[src/rtl/pc_stage_pkg.sv]
`default_nettype none
// ============================================================================
//  Module   : pc_stage_pkg
//  Purpose  : Shared next-PC select encoding and helpers for the PC stage
//  Revision : 1.0 - initial release
// ============================================================================
package pc_stage_pkg;

  localparam int PC_W      = 16;
  localparam int RAS_CNT_W = 4;

  // Encoding of the select driven into the next-PC multiplexer
  typedef enum logic [1:0] {
    NPC_SEQ = 2'b00,
    NPC_BR  = 2'b01,
    NPC_JMP = 2'b10,
    NPC_RET = 2'b11
  } npc_sel_e;

  // Redirect priority: return beats jump/call, which beat a taken branch
  function automatic npc_sel_e select_npc(input logic ret,
                                          input logic jump,
                                          input logic call,
                                          input logic br_taken);
    if (ret)              return NPC_RET;
    else if (jump | call) return NPC_JMP;
    else if (br_taken)    return NPC_BR;
    else                  return NPC_SEQ;
  endfunction

endpackage
`default_nettype wire

[src/rtl/mux4_16b.sv]
`default_nettype none
// ============================================================================
//  Module   : mux4_16b
//  Purpose  : 4-to-1 multiplexer, 16-bit data
//  Revision : 1.0 - initial release
// ============================================================================
module mux4_16b
  import pc_stage_pkg::*;
(
  input  logic [1:0]  sel,
  input  logic [15:0] a,
  input  logic [15:0] b,
  input  logic [15:0] c,
  input  logic [15:0] d,
  output logic [15:0] y
);

  // Pure selection, default to input a
  always_comb begin
    y = a;
    case (sel)
      NPC_SEQ: y = a;
      NPC_BR:  y = b;
      NPC_JMP: y = c;
      NPC_RET: y = d;
      default: y = a;
    endcase
  end

endmodule
`default_nettype wire

[src/rtl/pc_stage.sv]
`default_nettype none
// ============================================================================
//  Module   : pc_stage
//  Purpose  : Program counter with sequential/branch/jump/return next-PC
//             selection and a circular return-address stack
//  Revision : 1.0 - initial release
// ============================================================================
module pc_stage
  import pc_stage_pkg::*;
#(
  parameter logic [15:0] RESET_PC  = 16'h0000,
  parameter logic [15:0] PC_INC    = 16'd2,
  parameter int          RAS_DEPTH = 4
) (
  input  logic        clk,
  input  logic        reset,
  input  logic        stall,
  input  logic        br_taken,
  input  logic [15:0] br_target,
  input  logic        jump,
  input  logic        call,
  input  logic [15:0] jump_target,
  input  logic        ret,
  output logic [15:0] pc,
  output logic [15:0] pc_plus,
  output logic [1:0]  npc_sel,
  output logic [3:0]  ras_count,
  output logic        ras_ovf,
  output logic        ras_unf
);

  // Depth is a power of two, so pointer wrap is the natural binary wrap
  localparam int              PTR_W    = (RAS_DEPTH > 1) ? $clog2(RAS_DEPTH) : 1;
  localparam logic [PTR_W-1:0] PTR_ONE = PTR_W'(1);
  localparam logic [3:0]      RAS_FULL = 4'(RAS_DEPTH);

  logic [15:0]      ras_mem [RAS_DEPTH];
  logic [PTR_W-1:0] top;
  logic [PTR_W-1:0] top_m1;
  logic             ras_empty;
  logic             ras_full;
  logic [15:0]      ret_addr;
  logic [15:0]      npc;
  logic             push;
  npc_sel_e         sel;

  assign pc_plus   = pc + PC_INC;
  assign top_m1    = top - PTR_ONE;
  assign ras_empty = (ras_count == 4'd0);
  assign ras_full  = (ras_count == RAS_FULL);

  // An empty stack returns to the reset vector instead of stale data
  assign ret_addr  = ras_empty ? RESET_PC : ras_mem[top_m1];

  // A return in the same cycle as a call suppresses the push
  assign push      = call & ~ret;

  assign sel       = select_npc(ret, jump, call, br_taken);
  assign npc_sel   = sel;

  mux4_16b u_npc_mux (
    .sel (sel),
    .a   (pc_plus),
    .b   (br_target),
    .c   (jump_target),
    .d   (ret_addr),
    .y   (npc)
  );

  // PC, stack pointer, occupancy and sticky flags
  always_ff @(posedge clk) begin
    if (reset) begin
      pc        <= RESET_PC;
      top       <= '0;
      ras_count <= 4'd0;
      ras_ovf   <= 1'b0;
      ras_unf   <= 1'b0;
    end else if (!stall) begin
      pc <= npc;
      if (ret) begin
        if (!ras_empty) begin
          top       <= top_m1;
          ras_count <= ras_count - 4'd1;
        end else begin
          ras_unf   <= 1'b1;
        end
      end else if (push) begin
        // When full, top already points at the oldest entry, so it is overwritten
        top <= top + PTR_ONE;
        if (ras_full) ras_ovf   <= 1'b1;
        else          ras_count <= ras_count + 4'd1;
      end
    end
  end

  // Stack storage; contents need no reset since occupancy gates every read
  always_ff @(posedge clk) begin
    if (!reset && !stall && push) begin
      ras_mem[top] <= pc_plus;
    end
  end

endmodule
`default_nettype wire

[config.mk]
export PLATFORM = sky130hd
export DESIGN_NAME = pc_stage
export DESIGN_NICKNAME = d
export VERILOG_FILES = /design/src/rtl/pc_stage_pkg.sv /design/src/rtl/mux4_16b.sv /design/src/rtl/pc_stage.sv
export SDC_FILE = /design/constraint.sdc
export NUM_CORES = 1
export LEC_CHECK = 0
export BUFFER_PORTS_ARGS = -buffer_cell sky130_fd_sc_hd__buf_2
export CORE_ASPECT_RATIO = 1.25
export CORE_MARGIN = 2
export CORE_UTILIZATION = 46
export CTS_BUF_LIST = sky130_fd_sc_hd__clkbuf_2
export CTS_CLUSTER_SIZE = 20
export DETAILED_ROUTE_END_ITERATION = 16
export PLACE_DENSITY = 0.68
export REMOVE_ABC_BUFFERS = 1
export SYNTH_ARGS = -nofsm -noshare
export SYNTH_HDL_FRONTEND = slang
export SYNTH_SLANG_ARGS = --single-unit
[constraint.sdc]
create_clock -name clk -period 2.65 [get_ports clk]
set_input_delay 0 -clock clk [delete_from_list [all_inputs] [get_ports clk]]
set_output_delay 0 -clock clk [all_outputs]
set_load 0.03 [all_outputs]
==> results of run 1 <==
[sequential cells by signal, indices dropped and copies added, names as in the netlist]
name       count
pc            16
ras_count      4
ras_mem       64
ras_ovf        1
ras_unf        1
top            2
[metal layers]
layer,routed length (um),vias to the layer above,part of all wire [%]
met5,0,-,0
met2,5650,119,51
li1,-,1500,-
met1,4510,1578,41
met4,238,0,2.2
met3,650,16,5.9
[cells by family after synthesis]
kind of cell,share of synthesized area (%)
compound gates,10.6
xor+xnor,3.68
fa+ha+maj,2.51
buf+inv,3.91
flops,56.0
mux,9.78
simple gates,13.5
[power groups by stage]
stage	clock, mW	combinational [mW]	sequential [mW]
6_report	0.764	0.771	1.61
5_1_grt	0.831	0.828	1.62
4_1_cts	0.776	0.752	1.60
3_5_place_dp	0	0.704	1.63
3_3_place_gp	0	0.690	1.63
2_1_floorplan	0	0.391	1.70
[area by class of cell]
type,count,area (sq um),share of cell area (%)
clock inverters,6,85.1,1.61
repair buffers,122,812,15.4
flip-flops and latches,88,2400,45.5
well taps,123,154,2.91
clock buffers,10,50.0,0.947
diodes,1,2.50,0.0473
inverters,9,33.8,0.639
multi-input cells,219,1750,33.0
[stage by stage]
stage	util [%]	total power, mW	worst slack [ns]	hold WS [ns]
after CTS	57.4	3.13	0.0607	0.00259
after floorplan	-	2.10	0.215	0.0691
after global routing	57.9	3.27	-0.0498	0.00478
after detailed placement	52.2	2.34	0.567	0.390
final	57.9	3.14	0.108	0.0384
after global placement	52.2	2.32	0.648	0.393
[synthesized netlist by cell type (all sizes together) (3+ instances only)]
| cell type | count |
|---|---|
| clkbuf | 7 |
| nand3 | 21 |
| or3 | 3 |
| a222oi | 3 |
| a22oi | 5 |
| o2bb2ai | 3 |
| a211oi | 8 |
| nor4 | 4 |
| nor3 | 7 |
| buf | 15 |
| and2 | 12 |
| ha | 7 |
| nor2 | 26 |
| dfxtp | 24 |
| mux4 | 16 |
| o21a | 4 |
| o21ai | 10 |
| a21oi | 21 |
| xnor2 | 8 |
| xor2 | 10 |
| nand2 | 25 |
| a31oi | 9 |
| inv | 9 |
| edfxtp | 64 |
[worst min-delay path by stage]
stage / end / slack (ns) / cells past startpoint
final: pc[12]$_SDFFE_PP0N_ / 0.04 / 6
after detailed placement: pc[13]$_SDFFE_PP0N_ / 0.39 / 5
after global placement: pc[13]$_SDFFE_PP0N_ / 0.39 / 5
after floorplan: pc[2]$_SDFFE_PP0N_ / 0.07 / 1
after CTS: top[1]$_SDFFE_PP0P_ / 0.003 / 3
after global routing: pc[14]$_SDFFE_PP0N_ / 0.005 / 6
[tightest hold or removal path, stage by stage]
cell and delay, ns:
buf_2 0.09, o21a_1 0.11, a31oi_1 0.04, o2bb2ai_1 0.14
a222oi_1 0.07, nor2_1 0.08
[what timing repair did]
action | in CTS | in global routing
resized for setup | 0 | 6
hold buffers | 34 | 1
hold endpoints to repair | 18 | 1
setup endpoints to repair | 0 | 11
==> results.yml, run 1 <==
outcome:
  status: "completed"
place:
  port_buffers: 78
  dpl.hpwl_um: 7040
  place_congestion: 0.795
  dp.cells: 526
  place_area_sq_um: 4770
grt:
  use_met1_pct: 27.0
  grt_usage_pct: 22.2
  grt_pass1_wl_um: 17000
  grtUsageMet3_pct: 3.92
  busiest_layer: "met2"
  gr-usage-met2_pct: 38.8
  grt_pass1_vias: 3246
  grt_max_degree: 29
  overflow: 0
  antenna_found_initial: 1
synth:
  synth_area_per_cell_sq_um: 12.7
  synth.distinct_cells: 51
  ys_ff_latch: 88
  yosysSeqAreaShare_pct: 56.0
  yosysTopAreaCell: "edfxtp_1"
  yosys_warnings: 0
  synth_top_area_share_pct: 44.8
  synth-edff-count: 64
  synthesis.area_sq_um: 4290
  synth_cells: 338
  synthArstFlopShare_pct: 0
  synth.area.top_cells: "edfxtp_1 (45%), dfxtp_1 (11%), mux4_1 (8.0%), a21oi_1 (2.5%), nand3_1 (2.3%)"
  ys.flop_type: "edfxtp_1"
timing:
  period_share_pct: 95.9
  finalMaxSlewViolations: 0
  clock_skew_ns: 0.0317
  tightest_slew_ns: 0.638
  min_period_ns: 2.54
  setup_violations: 0
  fin_tns_setup_ns: 0
  rsz0062_at_grt: "yes"
  max_slew_margin_pct: 57.5
  fmax_ghz: 0.393
  hold_viol: 0
layout:
  fillCellCount: 772
  syn_to_final_growth_pct: 23.3
  instances_no_fill: 578
  final_area_sq_um: 5290
  final_layout_size_suffix_gt1_share_pct: 27.1
  nets: 496
  layout_common_cells: "buf_2 (78), edfxtp_1 (64), dlygate4sd3_1 (35), nand2_1 (25), nor2_1 (25)"
  layout_commonest_cell: "buf_2"
critical_path:
  cp_cell_sequence: "ha_1 > nand3_1 > nor4_2 > xor2_2 > a222oi_1 > nor2_1 > dlygate4sd3_1"
  worstPathBufferInverterCount: 1
  cp_slowest_cell: "dlygate4sd3_1"
  critPathMaxStageDelay_ns: 0.58
  critPathLaunch: "pc[2]$_SDFFE_PP0N_"
  setup.worst_path.end_class: "flop"
  cp-start-kind: "flop"
  worstSetupEndpoint: "pc[15]$_SDFFE_PP0N_"
  crit_family: "simple AND/OR/NAND/NOR gates"
  reg2reg_slack_ns: 0.11
  crit-reg2reg-launch: "pc[2]$_SDFFE_PP0N_"
  timing.rr.end: "pc[15]$_SDFFE_PP0N_"
  crit_fanout: 6
  cp.required_ns: 3.09
  crit_arrival_ns: 2.98
  path_class: "reg -> reg"
  cp_num_cells: 7
  reg2regPathDepth: 7
drt:
  drt_wl_total_um: 11100
  first_pass_iters: 5
  via_per_inst: 5.56
  drc: 0
  drtIter0Drc: 205
  drt-wirelength-per-cell_um: 19.1
  vias: 3213
  antenna_left: 0
worst_hold_path:
  hp-class: "in -> reg"
  holdCritStartpoint: "jump_target[12]"
clocking:
  numCtsBuffers: 9
  tritoncts: "done"
  cts.sinks: 88
  insertion_delay_ns: 0.52
  post_cts_buffers: 0
  clockBufferDepth: 2
  path_clk_slew_ns: 0.24
  cts.htree.levels: 3
  cts-root-buf: "clkbuf_2"
power_and_ir_drop:
  p_leak_nw: 2.09
  pwr-share-clk_pct: 24.3
  power.sequential.fraction_pct: 51.1
  internal_power_mw: 2.18
  switching_share_pct: 30.6
  combPwrFrac_pct: 24.5
  max-vdd-ir-drop_mv: 0.289
  switchingPower_uw: 961
  powerDensity_nw_per_um2: 594
floorplan:
  start_util_pct: 47.0
  core-area_sq_um: 9130
  die_h_um: 112
  die_area_sq_um: 10100
  die_w_um: 90.4
  pin_count: 79
  rows: 39
job:
  maxCapViolations: 0
Power figures use the tool's default switching activity.
==> inputs of run 2 (changes only) <==
- CORE_UTILIZATION: 46 -> 50
- CTS_CLUSTER_SIZE: 20 -> default
- PLACE_DENSITY: 0.68 -> 0.73
==> run 2 against run 1 <==
  * Register-to-register slack gained 0.04 ns
  * Total power shrank 5.9%
  * Maximum frequency grew 1.7%
  * Final cell count shrank 4.8%
  * Sequential share of layout area grew 0.70 points
  * Via count shrank 0.12%
  * Combinational power shrank 3.4%
  * Worst setup slack gained 0.043 ns
  * Clock skew grew 0.0097 ns
  * Die area shrank 7.7%
  * Sequential power is essentially flat
  * Critical path type unchanged
==> results.yml, run 2 (same netlist as run 1, synthesis figures left out) <==
timing:
  fmax_ghz: 0.400
  period_share_pct: 94.3
  tightest_slew_ns: 0.828
  clock_skew_ns: 0.0414
  fin_tns_setup_ns: 0
  min_period_ns: 2.50
  setup_violations: 0
  max_slew_margin_pct: 44.7
  finalMaxSlewViolations: 0
  rsz0062_at_grt: "yes"
  hold_viol: 0
power_and_ir_drop:
  switchingPower_uw: 962
  power.sequential.fraction_pct: 54.5
  pwr-share-clk_pct: 20.3
  p_leak_nw: 2.05
  combPwrFrac_pct: 25.2
  powerDensity_nw_per_um2: 568
  internal_power_mw: 1.99
  switching_share_pct: 32.5
  max-vdd-ir-drop_mv: 0.332
job:
  maxCapViolations: 0
layout:
  final_area_sq_um: 5200
  instances_no_fill: 550
  ff_latch_area_sq_um: 2400
  antenna_cells: 0
  fillCellCount: 613
  nets: 495
  syn_to_final_growth_pct: 21.4
  layout_common_cells: "buf_2 (78), edfxtp_1 (64), dlygate4sd3_1 (34), nand2_1 (25), nor2_1 (25)"
  top_register: "ras_mem"
  largest_reg_flops: 64
  top_regs: "ras_mem (64), pc (16), ras_count (4)"
  layout_commonest_cell: "buf_2"
  multiInputGateArea_sq_um: 1750
  final_layout_size_suffix_gt1_share_pct: 27.6
place:
  dp.cells: 500
  port_buffers: 78
  place_area_sq_um: 4730
  place_congestion: 0.801
  dpl.hpwl_um: 6790
drt:
  first_pass_iters: 4
  via_per_inst: 5.83
  drt-wirelength-per-cell_um: 19.3
  vias: 3209
  antenna_left: 0
  drt_wl_total_um: 10600
  drtIter0Drc: 290
  drc: 0
critical_path:
  cp.required_ns: 3.11
  cp_slowest_cell: "dlygate4sd3_1"
  setup.worst_path.end_class: "flop"
  crit_fanout: 18
  crit_arrival_ns: 2.96
  cp-start-kind: "flop"
  reg2regPathDepth: 8
  cp_cell_sequence: "inv_1 > ha_1 > buf_4 > mux4_1 > and2_0 > o21ai_0 > a31oi_1 > dlygate4sd3_1"
  timing.rr.end: "pc[9]$_SDFFE_PP0N_"
  critPathMaxStageDelay_ns: 0.60
  crit-reg2reg-launch: "top[1]$_SDFFE_PP0P_"
  reg2reg_slack_ns: 0.15
  path_class: "reg -> reg"
clocking:
  tritoncts: "done"
  insertion_delay_ns: 0.53
  numCtsBuffers: 9
  cts.htree.levels: 3
  cts-root-buf: "clkbuf_2"
  cts.sinks: 88
  clockBufferDepth: 2
  path_clk_slew_ns: 0.26
floorplan:
  die_area_sq_um: 9340
  die_w_um: 86.8
  core-area_sq_um: 8290
  rows: 37
  die_h_um: 108
  pin_count: 79
  start_util_pct: 51.7
outcome:
  status: "completed"
grt:
  grt_pass1_vias: 3131
  overflow: 0
  antenna_found_initial: 0
  grt_pass1_wl_um: 16300
  grt_usage_pct: 23.3
  grt_max_degree: 29
worst_hold_path:
  hold_depth: 6
  holdPathEnd: "pc[12]$_SDFFE_PP0N_"
  holdCritStartpoint: "jump_target[12]"
  hp-class: "in -> reg"
==> run 2: changes by cell type in the layout (fill, tap and decap cells not counted), moves of 2 or more <==
cell | previous run | this run
bufinv_16 | 2 | 0
clkinvlp_4 | 1 | 3
inv_6 | 0 | 2
xor2_1 | 9 | 7
xor2_2 | 1 | 3
==> run 2: area by class of cell <==
type                       instances  share of cell area [%]
clock buffer                      11                    1.06
clock inverter                     5                   0.769
inverter                           9                   0.649
multi-input combinational        219                    33.7
sequential                        88                    46.2
tap                               97                    2.33
timing repair buffer             121                    15.3
==> run 2: power groups by stage <==
stage,registers [mW],clock network [mW],logic [mW]
4_1_cts,1.61,0.608,0.742
2_1_floorplan,1.70,0,0.391
3_5_place_dp,1.64,0,0.696
6_report,1.61,0.600,0.745
5_1_grt,1.62,0.672,0.806
3_3_place_gp,1.63,0,0.679
==> run 2: routing by layer <==
metal | track usage (%) | part of all wire [%] | wire length [um]
met1 | 29.0 | 39 | 4110
met2 | 40.3 | 51 | 5430
met3 | 5.21 | 8.3 | 876
met4 | 6.92 | 1.8 | 190
met5 | 0 | 0 | 0
==> run 2: how the worst max path moves through the flow <==
stage                        startpoint             endpoint  slack [ns]  cells after the start
detailed placement   pc[1]$_SDFFE_PP0N_  pc[15]$_SDFFE_PP0N_        0.64                      6
global placement     pc[1]$_SDFFE_PP0N_  pc[15]$_SDFFE_PP0N_        0.68                      6
floorplan           top[0]$_SDFFE_PP0P_  pc[12]$_SDFFE_PP0N_        0.22                      6
CTS                  pc[3]$_SDFFE_PP0N_          pc_plus[10]        0.09                      5
global route         pc[2]$_SDFFE_PP0N_  pc[13]$_SDFFE_PP0N_       -0.07                      7
finish              top[1]$_SDFFE_PP0P_   pc[9]$_SDFFE_PP0N_        0.15                      8
==> run 2: worst max-delay path: cells and delay by family, from the launching register on <==
family | cells | cell delay, ns
buf+inv | 3 | 0.95
compound gates | 2 | 0.28
mux | 1 | 0.33
simple gates | 1 | 0.17
flops | 1 | 0.44
fa+ha+maj | 1 | 0.28
==> run 2: stage by stage <==
stage	worst slack [ns]	util [%]	total power [mW]	hold slack, ns
2_1_floorplan	0.215	-	2.10	0.0691
3_3_place_gp	0.683	57.1	2.31	0.384
3_5_place_dp	0.636	57.1	2.33	0.392
4_1_cts	0.0868	62.4	2.96	0.00528
5_1_grt	-0.0737	62.8	3.10	0.0224
6_report	0.151	62.8	2.96	0.0150
==> run 2: repair_timing <==
item | 4_1_cts | 5_1_grt
endpoints found under the hold margin | 20 | 0
hold buffers | 34 | 0
setup buffers | 0 | 0
setup endpoints to repair | 0 | 5
resized for setup | 0 | 5
